<file path="config.mk">
export PLATFORM = sky130hd
export DESIGN_NAME = dr_sync_sink
export DESIGN_NICKNAME = d
export VERILOG_FILES = /design/src/rtl/dr_sync_sink.sv
export SDC_FILE = /design/constraint.sdc
export NUM_CORES = 1
export LEC_CHECK = 0
export ABC_AREA = 1
export CAP_MARGIN = 0
export CORE_ASPECT_RATIO = 1.75
export CORE_MARGIN = 10
export CORE_UTILIZATION = 25
export CTS_CLUSTER_SIZE = 10
export DETAILED_ROUTE_END_ITERATION = 10
export SLEW_MARGIN = 20
export SYNTH_ARGS = -nofsm -noshare
export SYNTH_HDL_FRONTEND = slang
export SYNTH_SLANG_ARGS = --single-unit
</file>
<file path="constraint.sdc">
create_clock -name clk -period 9.6 [get_ports clk]
set_input_delay 1.92 -clock clk [delete_from_list [all_inputs] [get_ports clk]]
set_output_delay 1.92 -clock clk [all_outputs]
set_load 0.03 [all_outputs]
</file>
<file path="src/rtl/dr_sync_sink.sv">
// Clocked sink for a dual-rail delay-insensitive link: synchronises the rails,
// detects token completion (two-phase or four-phase), decodes to a valid/ready register.
module dr_sync_sink #(
    parameter string ENC         = "TP",
    parameter int    WIDTH       = 32,
    parameter int    SYNC_STAGES = 2,
    parameter int    RAIL_NUM    = 2
) (
    input  logic                             clk,
    input  logic                             rst,
    input  logic [WIDTH-1:0][RAIL_NUM-1:0]   in,
    output logic                             ack_o,
    output logic [WIDTH-1:0]                 data_o,
    output logic                             valid_o,
    input  logic                             ready_i,
    output logic                             err_o
);

    localparam bit IS_FP = (ENC == "FP");

    localparam logic [0:0] WAIT_DATA   = 1'b0;
    localparam logic [0:0] WAIT_SPACER = 1'b1;

    if (RAIL_NUM != 2) begin : g_bad_rail_num
        $error("dr_sync_sink: RAIL_NUM must be 2");
    end
    if (SYNC_STAGES < 2) begin : g_bad_sync_stages
        $error("dr_sync_sink: SYNC_STAGES must be at least 2");
    end
    if (ENC != "TP" && ENC != "FP") begin : g_bad_enc
        $error("dr_sync_sink: ENC must be \"TP\" or \"FP\"");
    end

    logic [WIDTH-1:0][RAIL_NUM-1:0] sync_q [SYNC_STAGES];
    logic [WIDTH-1:0][RAIL_NUM-1:0] syn;
    logic [WIDTH-1:0][RAIL_NUM-1:0] syn_d;
    logic [WIDTH-1:0][RAIL_NUM-1:0] prev;
    logic [0:0]                     state;

    logic [RAIL_NUM-1:0] cmp;
    logic [WIDTH-1:0]    decoded;
    logic                complete;
    logic                conflict;
    logic                stable_sample;
    logic                stable;
    logic                spacer_seen;
    logic                capture;
    logic                err_set;

    always_ff @(posedge clk or posedge rst) begin
        if (rst) begin
            for (int i = 0; i < SYNC_STAGES; i++) begin
                sync_q[i] <= '0;
            end
            syn_d <= '0;
        end else begin
            sync_q[0] <= in;
            for (int i = 1; i < SYNC_STAGES; i++) begin
                sync_q[i] <= sync_q[i-1];
            end
            syn_d <= syn;
        end
    end

    assign syn = sync_q[SYNC_STAGES-1];

    // TP compares against the last captured rails (a toggle marks the bit); FP looks at levels.
    always_comb begin
        cmp      = '0;
        decoded  = '0;
        complete = 1'b1;
        conflict = 1'b0;
        for (int i = 0; i < WIDTH; i++) begin
            cmp        = IS_FP ? syn[i] : (syn[i] ^ prev[i]);
            decoded[i] = cmp[1];
            case (cmp)
                2'b01, 2'b10: ;
                2'b11: begin
                    conflict = 1'b1;
                    complete = 1'b0;
                end
                default: complete = 1'b0;
            endcase
        end
    end

    assign stable_sample = (syn == syn_d);
    assign stable        = stable_sample && complete;
    assign spacer_seen   = (syn == '0) && (syn_d == '0);
    assign capture       = (state == WAIT_DATA) && stable && (!valid_o || ready_i);
    assign err_set       = (state == WAIT_DATA) && stable_sample && conflict;

    always_ff @(posedge clk or posedge rst) begin
        if (rst) begin
            ack_o   <= 1'b0;
            data_o  <= '0;
            valid_o <= 1'b0;
            err_o   <= 1'b0;
            prev    <= '0;
            state   <= WAIT_DATA;
        end else begin
            if (err_set) begin
                err_o <= 1'b1;
            end

            if (capture) begin
                data_o  <= decoded;
                valid_o <= 1'b1;
                if (IS_FP) begin
                    ack_o <= 1'b1;
                    state <= WAIT_SPACER;
                end else begin
                    prev  <= syn;
                    ack_o <= ~ack_o;
                end
            end else if (valid_o && ready_i) begin
                valid_o <= 1'b0;
            end

            if (state == WAIT_SPACER && spacer_seen) begin
                ack_o <= 1'b0;
                state <= WAIT_DATA;
            end
        end
    end

endmodule

</file>
==> results of run 1 <==
worst max-delay path: cells and delay by family, from the launching register on:
kind / cells / cell delay, ns
simple gates: 10 / 1.69
flops: 1 / 0.45
buf+inv: 3 / 1.41
final cells by class:
type                       instances  area, um2
sequential                       291       7280
tap                              572        716
timing repair buffer             109       1100
inverter                          69        263
clock inverter                     3       32.5
multi-input combinational        638       3420
clock buffer                      39        922
fill                            4523      30400
routing by layer:
layer / part of all wire [%] / wire, um
met2: 52 / 13300
met5: 0 / 0
met4: 3.8 / 985
met3: 4.2 / 1080
met1: 40 / 10300
registers in the layout, indices dropped and copies added (netlist names):
register	flops
sync_q	64
syn	64
data_o	32
err_o	1
ack_o	1
syn_d	64
valid_o	1
prev	64
power groups by stage:
stage	clock, uW	sequential [uW]	combinational [uW]
floorplan	0	1310	69.1
global placement	0	1320	120
detailed placement	0	1320	123
CTS	1200	1300	124
global route	1250	1310	138
finish	1160	1300	119
logic make-up (layout without fill, tap and decap cells):
group,Yosys count,after routing,share of synthesized area (%)
DFF,291,291,65.5
and+or+nand+nor,519,519,20.3
xor gates and xnor gates,86,86,6.78
AOI/OAI and AO/OA,1,1,0.0450
buffers and inverters,109,220,3.79
adders and majority gates,32,32,3.60
cells in the final DEF (no fill, tap or decap), drive strengths merged:
cell           netlist  layout
clkinv               8       9
clkinvlp             0       2
nor2                88      88
nand2              318     318
nand4              102     102
nand3b               1       1
inv                 61      61
nor4                 8       8
dfrtp              291     291
clkbuf              30      39
xor2                86      86
buf                 10       8
clkdlybuf4s50        0     101
ha                  32      32
a21oi                1       1
nand3                2       2
through the flow:
| stage | cells | utilization [%] | setup slack, ns | hold slack, ns | cell area (um2) |
|---|---|---|---|---|---|
| CTS | 1720 | 31.1 | 5.75 | 0.344 | 13700 |
| global route | 1721 | 31.1 | 5.47 | 0.344 | 13700 |
| floorplan | 1038 | - | 3.82 | 0.331 | 11100 |
| global placement | 1678 | 28.9 | 5.38 | 0.334 | 12800 |
| detailed placement | 1678 | 28.9 | 5.32 | 0.335 | 12800 |
| finish | 1721 | 31.1 | 5.88 | 0.338 | 13700 |
worst paths after layout:
check / startpoint / to / cells past startpoint
setup / recovery: syn[34]$_DFF_PP0_ / prev[58]$_DFFE_PP0P_ / 13
hold / removal: sync_q[68]$_DFF_PP0_ / syn[4]$_DFF_PP0_ / 0
setup reg to reg: syn[34]$_DFF_PP0_ / prev[58]$_DFFE_PP0P_ / 13
hold reg to reg: sync_q[68]$_DFF_PP0_ / syn[4]$_DFF_PP0_ / 0
max in group asynchronous: rst / data_o[18]$_DFFE_PP0P_ / 4
min in group asynchronous: rst / syn[60]$_DFF_PP0_ / 3
==> flow_summary.toml, run 1 <==
[status]
status = "finished, final reports clean"

[cts]
clock-sinks = 291
clock_path_buffers = 3
cts_resized = 0
htree_levels = 2
cts_setup_buffers = 0
cts_inserted_buffers = 35
cts_tree = "built"
clk_pin_slew_ns = 0.06
clk_latency_ns = 0.52
hold_buffers = 0
cts_root_buf = "clkbuf_16"

[min_path]
hp-class = "reg2reg"

[synth]
ys_async_sr_fraction_pct = 100
avgSynthCellArea_um2 = 10.7
synth_seq_cells = 291
yosysSeqAreaShare_pct = 65.5
synth_top_area_share_pct = 65.5
netlist_area_um2 = 11100
synth.area.top_cells = "dfrtp_1 66%, nand2_1 11%, xor2_1 6.8%"
postSynthNetCount = 1137
ys_warn_count = 0
synth_top_flop_cell = "dfrtp_1"
synth-edff-count = 0
synthCells = 1038
yosysMostFrequentCell = "nand2_1"
synth_top_area_cell = "dfrtp_1"
synth_cell_type_count = 18
synthTopCellsByCount = "318 x nand2_1, 291 x dfrtp_1, 102 x nand4_1"

[power_and_ir_drop]
netSwitchingPower_uw = 579
switching_share_pct = 22.5
p_int_uw = 2000
power_frac_comb_pct = 4.6
power_frac_clock_pct = 44.9
power_density_nw_per_um2 = 188
peakVddDrop_uv = 91.5
seqPwrFrac_pct = 50.5
power_uw = 2580
leakagePower_uw = 0.00683

[grt]
grt_pass1_vias = 7593
use_met2_pct = 16.7
overflow = 0
grt_usage_pct = 9.71
met1_usage_pct = 11.1
grt_pass1_wl_um = 41500
antenna_found_initial = 0
grt_max_degree = 164
grtUsageMet3_pct = 2.03
grt-busiest-layer = "met2"

[sta]
finalHoldViolCount = 0
fin_crit_ns = 3.72
worst_pin_slew_ns = 1.12
relSlewSlack_pct = 25.5
tns_ns = 0
rsz0062_at_grt = "false"
finClkSkew_ns = 0.0202
final_max_slew_viol_count = 0
finalSetupViolations = 0
finalCritPeriodShare_pct = 38.8
clock.fmax_mhz = 269

[setup_path]
arrival_ns = 4.12
path_common_cell = "nand2_1"
cp_cell_sequence = "nand2_1 -> inv_1 -> nor2_1 -> nor2_1 -> nand2_1 -> nor2_1 -> nand2_1 -> nor2_4 -> buf_4 -> nand3_4 -> buf_4 -> nand2_1 -> nand2_1"
ff2ff_setup_slack_ns = 5.88
cpPeakStageDelay_ns = 0.81
critPathKind = "reg2reg"
crit_fanout = 99
critPathSlowestCell = "buf_4"
worst_ep_required_time_ns = 10.00
critPathLaunchType = "flip-flop"
endpoint_kind = "flip-flop"

[finish]
area_growth_pct = 23.6
nets = 1243
antennaDiodeCount = 0
drive_above_1_share_pct = 5.48

[die]
fp.dieW_um = 179
core-area_um2 = 44200
die_h_um = 299
fp.dieArea_um2 = 53600
rows = 102
start_util_pct = 25.2
ios = 102

[placed_design]
io_buffers = 101
place.gp.congestion = 0.756
dpl.hpwl_um = 16700

[detailed_routing]
detail-route-antenna-nets = 0
drtPass1Iterations = 4
drt_iter0_drc = 331
routed-via-count = 7145
routed_wl_um = 25600
wl_per_cell_um = 14.9
vias_per_cell = 4.15
drc = 0

[job]
cap_violations = 0
Note: power is estimated with default switching activity, not from simulation.
==> run 2, diff against run 1 <==
==> constraint.sdc (replaced) <==
create_clock -name clk -period 3.6 [get_ports clk]
set_input_delay 0.72 -clock clk [delete_from_list [all_inputs] [get_ports clk]]
set_output_delay 0.72 -clock clk [all_outputs]
set_load 0.03 [all_outputs]
==> flow_summary.toml, run 2 (synthesized netlist as in run 1, its figures left out) <==
[cts]
clock_path_buffers = 3
hold_buffers = 0
cts_resized = 0
clk_latency_ns = 0.52
clock-sinks = 291
cts_inserted_buffers = 35
cts_setup_buffers = 0
htree_levels = 2
cts_tree = "built"
cts_root_buf = "clkbuf_16"
clk_pin_slew_ns = 0.05

[job]
cap_violations = 0

[finish]
fin_util_pct = 31.2
multi_input_area_um2 = 3420
nets = 1249
regArea_um2 = 7280
drive_above_1_share_pct = 5.97
final_area_um2 = 13800
fillers = 4543
layout.cells.non_filler = 1727
antennaDiodeCount = 0
final_cell_mix = "318 x nand2_1, 291 x dfrtp_1, 102 x nand4_1, 101 x clkdlybuf4s50_1, 86 x xor2_1"
area_growth_pct = 24.1
final_common_cell = "nand2_1"

[placed_design]
dpl-instance-area_um2 = 12800
io_buffers = 101
placed_cells_incl_taps = 1685
place.gp.congestion = 0.754
dpl.hpwl_um = 17900

[detailed_routing]
detail-route-antenna-nets = 0
drt_iter0_drc = 476
routed-via-count = 7258
routed_wl_um = 26200
drc = 0
wl_per_cell_um = 15.2
drtPass1Iterations = 5
vias_per_cell = 4.20

[power_and_ir_drop]
leakagePower_uw = 0.00687
peakVddDrop_uv = 311
power_density_nw_per_um2 = 498

[die]
rows = 102
die_h_um = 299
start_util_pct = 25.2
fp.dieW_um = 179
core-area_um2 = 44200
fp.dieArea_um2 = 53600
ios = 102

[setup_path]
critPathSlowestCell = "buf_4"
arrival_ns = 3.01
crit_fanout = 57
critPathKind = "reg2reg"
worst_ep_required_time_ns = 4.04
path_common_cell = "nand4_1"
cpPeakStageDelay_ns = 0.55
cp_cell_sequence = "xor2_1 -> ha_1 -> nand4_1 -> nor2_1 -> nand4_1 -> nor2_4 -> buf_4 -> nand4_1 -> nand2_1"
endpoint_kind = "flip-flop"
critPathLaunchType = "flip-flop"

[sta]
fin_crit_ns = 2.57
finClkSkew_ns = 0.0277
finalCritPeriodShare_pct = 71.4
clock.fmax_mhz = 389
worst_pin_slew_ns = 0.659
finalSetupViolations = 0
final_max_slew_viol_count = 0
finalHoldViolCount = 0
relSlewSlack_pct = 56.0
hold_slack_ns = 0.344
rsz0062_at_grt = "false"

[grt]
grt_max_degree = 99
grt_pass1_vias = 7574
grtUsageMet3_pct = 1.89
use_met2_pct = 17.2
grt-busiest-layer = "met2"
grt_usage_pct = 9.82
antenna_found_initial = 0
grt_pass1_wl_um = 41800
met1_usage_pct = 11.2
overflow = 0

[status]
status = "finished, final reports clean"

[min_path]
hp-class = "reg2reg"
-- run 2: cell count changes in the layout (fill, tap and decap cells not counted) --
cell,change
clkinvlp_4,-1
inv_6,+2
buf_4,+4
clkbuf_8,-1
buf_12,+3
buf_16,-1
clkbuf_16,-1
bufinv_16,+1
clkinv_2,+1
clkinv_8,-1
-- run 2: report_power, final --
part / leakage [uW] / internal [uW] / total (uW) / switching, uW
Sequential: 0.00362 / 3380 / 3470 / 89.3
Clock: 0.000465 / 1810 / 3070 / 1260
Combinational: 0.00278 / 150 / 323 / 173
-- run 2: cell type report --
type / instances / area share (%)
sequential: 291 / 52.8
multi-input combinational: 638 / 24.8
timing repair buffer: 115 / 8.45
clock buffer: 37 / 6.40
tap: 572 / 5.19
inverter: 69 / 1.90
clock inverter: 5 / 0.444
-- run 2: critical path, delay by kind of cell (launching register included) --
kind / cells / cell delay (ns)
buffers and inverters: 1 / 0.55
DFF: 1 / 0.43
adders and majority gates: 1 / 0.31
xor gates and xnor gates: 1 / 0.19
and+or+nand+nor: 6 / 0.99
-- run 2: final timing paths --
path / end / start / slack [ns] / depth (start not counted)
max in group asynchronous: syn_d[6]$_DFF_PP0_ / rst / 2.07 / 3
hold reg to reg: syn[9]$_DFF_PP0_ / sync_q[73]$_DFF_PP0_ / 0.34 / 0
hold / removal: syn[9]$_DFF_PP0_ / sync_q[73]$_DFF_PP0_ / 0.34 / 0
min in group asynchronous: data_o[26]$_DFFE_PP0P_ / rst / 0.65 / 2
setup / recovery: data_o[28]$_DFFE_PP0P_ / syn[35]$_DFF_PP0_ / 1.03 / 9
setup reg to reg: data_o[28]$_DFFE_PP0P_ / syn[35]$_DFF_PP0_ / 1.03 / 9
-- run 2: metrics by stage --
| step | setup WS, ns | power (uW) | TNS (ns) |
|---|---|---|---|
| floorplan | -0.981 | 3690 | -285.52 |
| global placement | 0.958 | 3850 | 0 |
| detailed placement | 1.01 | 3870 | 0 |
| CTS | 1.05 | 6990 | 0 |
| global route | 0.874 | 7160 | 0 |
| finish | 1.03 | 6870 | 0 |
-- run 2: per-layer routing --
layer | part of all wire (%) | wire length (um) | vias up
met2 | 53 | 13900 | 133
li1 | - | - | 3522
met4 | 3.2 | 840 | 0
met3 | 4.4 | 1160 | 46
met5 | 0 | 0 | -
met1 | 39 | 10300 | 3557
